**src/rtl/imem_loader_pkg.sv**
```systemverilog
// imem_loader_pkg: state encoding and word-lane constants shared by the loader and its word assembler.
package imem_loader_pkg;

  localparam int BYTES_PER_WORD = 4;
  localparam int LANE_W         = $clog2(BYTES_PER_WORD);
  localparam int WORD_W         = BYTES_PER_WORD * 8;

  typedef enum logic [2:0] {
    IDLE,
    LEN,
    LOAD,
    WRITE,
    CHK,
    FIN
  } state_t;

endpackage

```
**src/rtl/imem_loader_word_assembler.sv**
```systemverilog
// imem_loader_word_assembler: packs accepted bytes little-endian into a word and flags the lane-3 byte.
// o_word is only meaningful in the cycle o_word_complete is high (top lane comes straight from i_byte).
module imem_loader_word_assembler
  import imem_loader_pkg::*;
(
  input  logic              clk,
  input  logic              rst,
  input  logic              i_clear,
  input  logic              i_accept,
  input  logic [7:0]        i_byte,
  output logic              o_word_complete,
  output logic [WORD_W-1:0] o_word
);

  localparam logic [LANE_W-1:0] LAST_LANE = LANE_W'(BYTES_PER_WORD - 1);

  logic [LANE_W-1:0] r_byte_idx;
  logic [WORD_W-9:0] r_lanes;

  assign o_word_complete = i_accept && (r_byte_idx == LAST_LANE);
  assign o_word          = {i_byte, r_lanes};

  always_ff @(posedge clk or negedge rst) begin
    if (!rst) begin
      r_byte_idx <= '0;
      r_lanes    <= '0;
    end else if (i_clear) begin
      r_byte_idx <= '0;
      r_lanes    <= '0;
    end else if (i_accept) begin
      r_byte_idx <= r_byte_idx + LANE_W'(1);
      case (r_byte_idx)
        2'd0:    r_lanes[7:0]   <= i_byte;
        2'd1:    r_lanes[15:8]  <= i_byte;
        2'd2:    r_lanes[23:16] <= i_byte;
        default: ;
      endcase
    end
  end

endmodule

```
**src/rtl/imem_loader.sv**
```systemverilog
// imem_loader: streams a byte-serial program into instruction memory while stalling the core.
// Define IMEM_LOADER_CHECKSUM_EN to expect a trailing XOR checksum byte and drive error.
//
// state | meaning
// IDLE  | waiting for start, core runs
// LEN   | accept word-count byte (0 = full memory depth)
// LOAD  | accept data bytes into lanes 0..3
// WRITE | single-cycle instruction-memory write strobe
// CHK   | accept checksum byte (checksum builds only)
// FIN   | single-cycle done pulse, hold released
module imem_loader
  import imem_loader_pkg::*;
#(
  parameter int ADDR_W = 8,
  parameter int DATA_W = 32
) (
  input  logic              clk,
  input  logic              rst,
  input  logic              start,
  input  logic              byte_valid,
  input  logic [7:0]        byte_data,
  output logic              byte_ready,
  output logic              imem_enable,
  output logic [ADDR_W-1:0] imem_address,
  output logic [DATA_W-1:0] imem_data_in,
  output logic              cpu_hold,
  output logic              busy,
  output logic              done,
  output logic              error
);

  state_t r_state;
  state_t w_next;

  logic              r_byte_ready;
  logic              r_imem_enable;
  logic              r_busy;
  logic              r_done;
  logic [ADDR_W-1:0] r_imem_address;
  logic [DATA_W-1:0] r_imem_data_in;
  logic [ADDR_W-1:0] r_count;
  logic [ADDR_W-1:0] r_word_idx;

  logic              w_accept;
  logic              w_load_accept;
  logic              w_word_complete;
  logic [DATA_W-1:0] w_word;
  logic [ADDR_W-1:0] w_last_idx;
  logic              w_last_word;

  assign w_accept      = byte_valid && r_byte_ready;
  assign w_load_accept = w_accept && (r_state == LOAD);
  // N = 0 wraps to all-ones, which is exactly the full-depth load.
  assign w_last_idx    = r_count - ADDR_W'(1);
  assign w_last_word   = (r_word_idx == w_last_idx);

  imem_loader_word_assembler u_word_assembler (
    .clk             (clk),
    .rst             (rst),
    .i_clear         (r_state == LEN),
    .i_accept        (w_load_accept),
    .i_byte          (byte_data),
    .o_word_complete (w_word_complete),
    .o_word          (w_word)
  );

  always_comb begin
    w_next = r_state;
    case (r_state)
      IDLE:  if (start) w_next = LEN;
      LEN:   if (w_accept) w_next = LOAD;
      LOAD:  if (w_word_complete) w_next = WRITE;
      WRITE: begin
        if (!w_last_word) begin
          w_next = LOAD;
        end else begin
`ifdef IMEM_LOADER_CHECKSUM_EN
          w_next = CHK;
`else
          w_next = FIN;
`endif
        end
      end
      CHK:     if (w_accept) w_next = FIN;
      FIN:     w_next = IDLE;
      default: w_next = IDLE;
    endcase
  end

  // Status outputs are decoded from the next state so they are registered yet line up with the state.
  always_ff @(posedge clk or negedge rst) begin
    if (!rst) begin
      r_state        <= IDLE;
      r_byte_ready   <= 1'b0;
      r_imem_enable  <= 1'b0;
      r_busy         <= 1'b0;
      r_done         <= 1'b0;
      r_imem_address <= '0;
      r_imem_data_in <= '0;
      r_count        <= '0;
      r_word_idx     <= '0;
    end else begin
      r_state       <= w_next;
      r_byte_ready  <= (w_next == LEN) || (w_next == LOAD) || (w_next == CHK);
      r_imem_enable <= (w_next == WRITE);
      r_busy        <= (w_next == LEN) || (w_next == LOAD) || (w_next == WRITE) || (w_next == CHK);
      r_done        <= (w_next == FIN);
      if ((r_state == LEN) && w_accept) begin
        r_count    <= ADDR_W'(byte_data);
        r_word_idx <= '0;
      end else if ((r_state == WRITE) && !w_last_word) begin
        r_word_idx <= r_word_idx + ADDR_W'(1);
      end
      if (w_word_complete) begin
        r_imem_address <= r_word_idx;
        r_imem_data_in <= w_word;
      end
    end
  end

`ifdef IMEM_LOADER_CHECKSUM_EN
  logic [7:0] r_csum;
  logic       r_error;

  always_ff @(posedge clk or negedge rst) begin
    if (!rst) begin
      r_csum  <= '0;
      r_error <= 1'b0;
    end else if ((r_state == IDLE) && start) begin
      r_csum  <= '0;
      r_error <= 1'b0;
    end else if ((r_state == LEN) && w_accept) begin
      r_csum <= byte_data;
    end else if (w_load_accept) begin
      r_csum <= r_csum ^ byte_data;
    end else if ((r_state == CHK) && w_accept) begin
      r_error <= (byte_data != r_csum);
    end
  end

  assign error = r_error;
`else
  assign error = 1'b0;
`endif

  assign byte_ready   = r_byte_ready;
  assign imem_enable  = r_imem_enable;
  assign imem_address = r_imem_address;
  assign imem_data_in = r_imem_data_in;
  assign cpu_hold     = r_busy;
  assign busy         = r_busy;
  assign done         = r_done;

endmodule

```
**config.mk**
```make
export PLATFORM = sky130hd
export DESIGN_NAME = imem_loader
export DESIGN_NICKNAME = d
export VERILOG_FILES = /design/src/rtl/imem_loader_pkg.sv /design/src/rtl/imem_loader_word_assembler.sv /design/src/rtl/imem_loader.sv
export SDC_FILE = /design/constraint.sdc
export NUM_CORES = 1
export LEC_CHECK = 0
export CAP_MARGIN = 40
export CORE_MARGIN = 4
export CORE_UTILIZATION = 54
export DETAILED_ROUTE_END_ITERATION = 12
export GPL_ROUTABILITY_DRIVEN = 0
export GPL_TIMING_DRIVEN = 0
export MAX_ROUTING_LAYER = met4
export PLACE_DENSITY_LB_ADDON = 0.08
export SLEW_MARGIN = 10
export SYNTH_ARGS = -nofsm -noshare
export SYNTH_HDL_FRONTEND = slang
export SYNTH_HIERARCHICAL = 1
export SYNTH_SLANG_ARGS = --single-unit
```
**constraint.sdc**
```tcl
create_clock -name clk -period 2.8 [get_ports clk]
set_input_delay 0.56 -clock clk [delete_from_list [all_inputs] [get_ports clk]]
set_output_delay 0.56 -clock clk [all_outputs]
set_load 0.03 [all_outputs]
```
Word-level counts from Yosys, hierarchy flattened
Cells that the tools add are included.
- flip-flop bits (word level): 89
- word-level logic and storage cells: 64
- $add $sub $neg: 3
- equality and inequality tests: 13
- muxes and demuxes: 15
- reduce and logical (&&, ||, !) cells: 20
- operators with widths (cell ; count):
    $mux W24 ; 2
    $mux W8 ; 5
    $mux W3 ; 5
    $pmux W3 S5 ; 1
    $eq A3 B2 Y1 const B ; 4
    $reduce_bool A2 Y1 ; 5
    $eq A3 B3 Y1 const B ; 3
    $add A8 B1 Y8 const B ; 1
    $eq A8 B8 Y1 ; 1
    $sub A8 B1 Y8 const B ; 1
    $eq A3 B1 Y1 const B ; 2
    $reduce_and A2 Y1 ; 3
    $logic_and A1 B1 Y1 ; 5
    $eq A2 B2 Y1 const B ; 2
    $logic_or A1 B1 Y1 ; 4
    $mux W2 ; 2
    $logic_not A3 Y1 ; 1
    $add A2 B1 Y2 const B ; 1
    $eq A2 B1 Y1 const B ; 1
    $logic_not A2 Y1 ; 1
    $logic_not A1 Y1 ; 1

Logic depth before layout (Yosys ltp)
- depth in word-level cells: 9
- depth in mapped cells: 9
- gate-level depth less buffers: 8

Modules after synthesis
Netlist, hierarchy kept.
- modules (own cells, without submodules) (module ; instances ; cells an instance ; area an instance (um2) ; sequential area each (um2)):
    imem_loader ; 1 ; 228 ; 2811.4 ; 1576.5
    imem_loader_word_assembler ; 1 ; 110 ; 1302.5 ; 650.6

Worst setup path after synthesis
No wires, ideal clock.
- path kind: register to register
- start: register r_count[0]
- end: register r_word_idx[7]
- data arrival time: 2.232 ns
- required time: 2.722 ns
- slack: 0.490 ns
- cell stages (with the launch flop): 9
- clock period less this slack: 2.310 ns
- path through: dfrtp_1 > inv_1 > ha_1 > or3b_1 > o31a_1 > o2111ai_2 > a311oi_4 > or4_1 > a21oi_1
- longest elaborated chain between the ends: 5
- ends and longest elaborated chain (element ; line ; source):
    from (decl) ; imem_loader.sv:41 ; logic [ADDR_W-1:0] r_count;
    from (signal assigned) ; imem_loader.sv:109 ; r_count <= ADDR_W'(byte_data);
    $sub A8 B1 Y8 ; imem_loader.sv:54 ; assign w_last_idx = r_count - ADDR_W'(1);
    $eq A8 B8 Y1 ; imem_loader.sv:55 ; assign w_last_word = (r_word_idx == w_last_idx);
    $logic_not A1 Y1 ; imem_loader.sv:111 ; end else if ((r_state == WRITE) && !w_last_word) begin
    $logic_and A1 B1 Y1 ; imem_loader.sv:111 ;
    $reduce_bool A2 Y1 (no line) ; - ;
    to (signal assigned) ; imem_loader.sv:112 ; r_word_idx <= r_word_idx + ADDR_W'(1);
    to (decl) ; imem_loader.sv:42 ; logic [ADDR_W-1:0] r_word_idx;
No other way between the ends.
A chain may end at the register's enable or synchronous reset.

Worst setup path in the final report
- start: register r_count[0]
- end: register r_word_idx[5]
The elaborated chain is that of the path after synthesis.

==> flow_summary.ini <==
[global_routing]
antenna_found_initial = 0
grt_pass1_wl_mm = 13.9
grt-ovfl-total = 0
grt_pass1_vias = 2745
grt_usage = 0.208
grt_max_degree = 51

[yosys]
async_flop_share = 1.00
yosys_warnings = 6
ys.flop_type = dfrtp_1
yosys.area.top_type = dfrtp_1
avgSynthCellArea_sq_um = 12.2
synth_edf_count = 0
seq_area_frac_synth = 0.541
yosysMostFrequentCell = dfrtp_1
synthesis.nets = 356
ys_top_cells_by_area = dfrtp_1 54%, mux2_2 12%, mux2i_1 6.1%, nand2b_1 5.3%, buf_4 1.8%
synth_top_area_frac = 0.541
synth_cells = 338
synth.distinct_cells = 46
ys_ff_latch = 89
synthTopCellsByCount = 89 x dfrtp_1, 44 x mux2_2, 35 x nand2b_1, 25 x mux2i_1, 14 x nand2_1
syn_area_sq_um = 4110

[placement]
portBuffers = 56
dp_hpwl_mm = 5.98
placed_cells = 495

[floorplan]
core-area_sq_um = 7330
io_pins = 58
die_x_um = 95.3
rows = 31
die_area_sq_um = 9080
die_h_um = 95.3
initial_utilization = 0.561

[sta]
fmax_ghz = 0.382
tightest_slew_ps = 600
skew_ps = 7.86
period_minus_slack_ps = 2620
hold_ws_ps = 177
final-setup-viol-count = 0
slew_violations = 0
rsz0062_at_grt = false
min_period_over_period = 0.936
hold_viol = 0
maxSlewHeadroom = 0.598

[route]
wl_mm = 8.45
wl_per_cell_um = 16.5
final_antenna_net_count = 0
via_per_inst = 5.46
vias = 2793
first_iter_violations = 111
drcViolationCount = 0
drtPass1Iterations = 4

[power]
p_per_area_nw_per_um2 = 1090
total_power_mw = 5.46
leakage_nw = 2.24
peakVddDrop_uv = 519

[min_path]
hp-class = in2async

[setup_path]
cp-end-kind = register
critPathMaxFanout = 7
cp.required_ps = 3070
arrival_ps = 2890
cp-start-kind = register
r2r_slack_ps = 180
path_class = reg2reg

[clock_tree]
htreeDepth = 3
cts_tree = yes
cts_made_buffers = 9
clkLatencyLatePin_ps = 350
cts_buffer_depth = 2
clockRootBuffer = clkbuf_8
cts.clk_slew.worst_paths_ps = 90
cts_sinks = 89
hold_buffers = 0

[final_layout]
fin_nets = 426
syn_to_final_growth_pct = 22.4
fill_cells = 541
fin_util = 0.687
antenna_cells = 0
fin_cells = 512
drive_above_1_share = 0.235

[outcome]
status = complete, no violations

[flow_run]
cap_violations = 0
[registers in the layout, indices dropped and copies added (netlist names)]
| signal | cells |
|---|---|
| r_state | 3 |
| byte_ready | 1 |
| done | 1 |
| r_word_idx | 8 |
| u_word_assembler/r_lanes | 24 |
| r_count | 8 |
| imem_address | 8 |
| u_word_assembler/r_byte_idx | 2 |
| imem_enable | 1 |
| busy | 1 |
| imem_data_in | 32 |
[cells by family after synthesis]
logic type      share of synthesized area
fa+ha+maj                          0.0182
other cells                      0.000912
simple gates                        0.129
compound gates                     0.0663
mux                                 0.181
buf+inv                            0.0459
xor+xnor                           0.0170
flops                               0.541
[power by group]
group          internal (mW)  switching [mW]  leakage (nW)
sequential              1.84           0.367          1.01
clock                  0.376           0.459        0.0959
combinational           1.15            1.27          1.13
[routing by layer]
layer | wire, um | track usage | vias to the layer above
met1 | 4180 | 0.303 | 1394
li1 | - | - | 1309
met5 | 0 | - | -
met2 | 3860 | 0.299 | 79
met4 | 102 | 0.0721 | 0
met3 | 308 | 0.0284 | 11
[cell usage in the layout, fill, tap and decap left out, types with 3 or more instances in the layout]
master	n
clkbuf_2	4
mux2_2	44
clkdlybuf4s50_1	55
nand2_1	14
o21ai_1	5
o21ai_0	6
dfrtp_1	89
buf_6	3
clkbuf_1	5
a21oi_1	7
nand4_1	6
mux2i_1	25
xor2_1	4
inv_1	10
buf_4	13
nor2_1	12
or3_2	4
ha_1	6
clkbuf_8	11
nor3_1	7
xnor2_1	4
nand2b_1	35
o211ai_1	4
[area by class of cell]
cell class / count / area, sq um / share of cell area
repair buffers: 60 / 606 / 0.120
multi-input cells: 215 / 1700 / 0.337
plain buffers: 23 / 153 / 0.0303
clock inverters: 5 / 38.8 / 0.00770
clock buffers: 11 / 151 / 0.0301
inverters: 10 / 37.5 / 0.00746
well taps: 99 / 124 / 0.0246
flip-flops and latches: 89 / 2230 / 0.442
[critical path, stage by stage, from the launching register on]
cell and delay, ps:
dfrtp_1 450, inv_1 100, ha_1 190, or3b_1 420, o31a_1 270, o2111ai_2 250, a311oi_4 100, buf_4 190
or3_2 440, a21oi_1 150
[worst paths after layout]
check | to | cells past startpoint | start
worst max-delay path | r_word_idx[5] | 9 | r_count[0]
min in group clk | imem_address[1] | 1 | imem_address[1]
worst min register to register | imem_address[1] | 1 | imem_address[1]
worst max register to register | r_word_idx[5] | 9 | r_count[0]
worst min-delay path | imem_data_in[9] | 1 | rst
max in group asynchronous | r_word_idx[6] | 2 | rst
[stage by stage]
step | worst slack, ps | setup TNS [ps] | cell area (sq um)
global placement | -2080 | -193770 | 4800
floorplan | 490 | 0 | 4110
global route | 55.2 | 0 | 5030
detailed placement | -385 | -11800 | 4830
CTS | 1.69 | 0 | 5020
finish | 179 | 0 | 5030
[repair_timing]
item / in CTS / in global routing
endpoints found under the setup margin: 19 / 46
gates resized for setup: 2 / 4
pin swaps: 0 / 1
cloned: 0 / 0
setup buffers: 0 / 2
(Power assumes the default switching activity.)
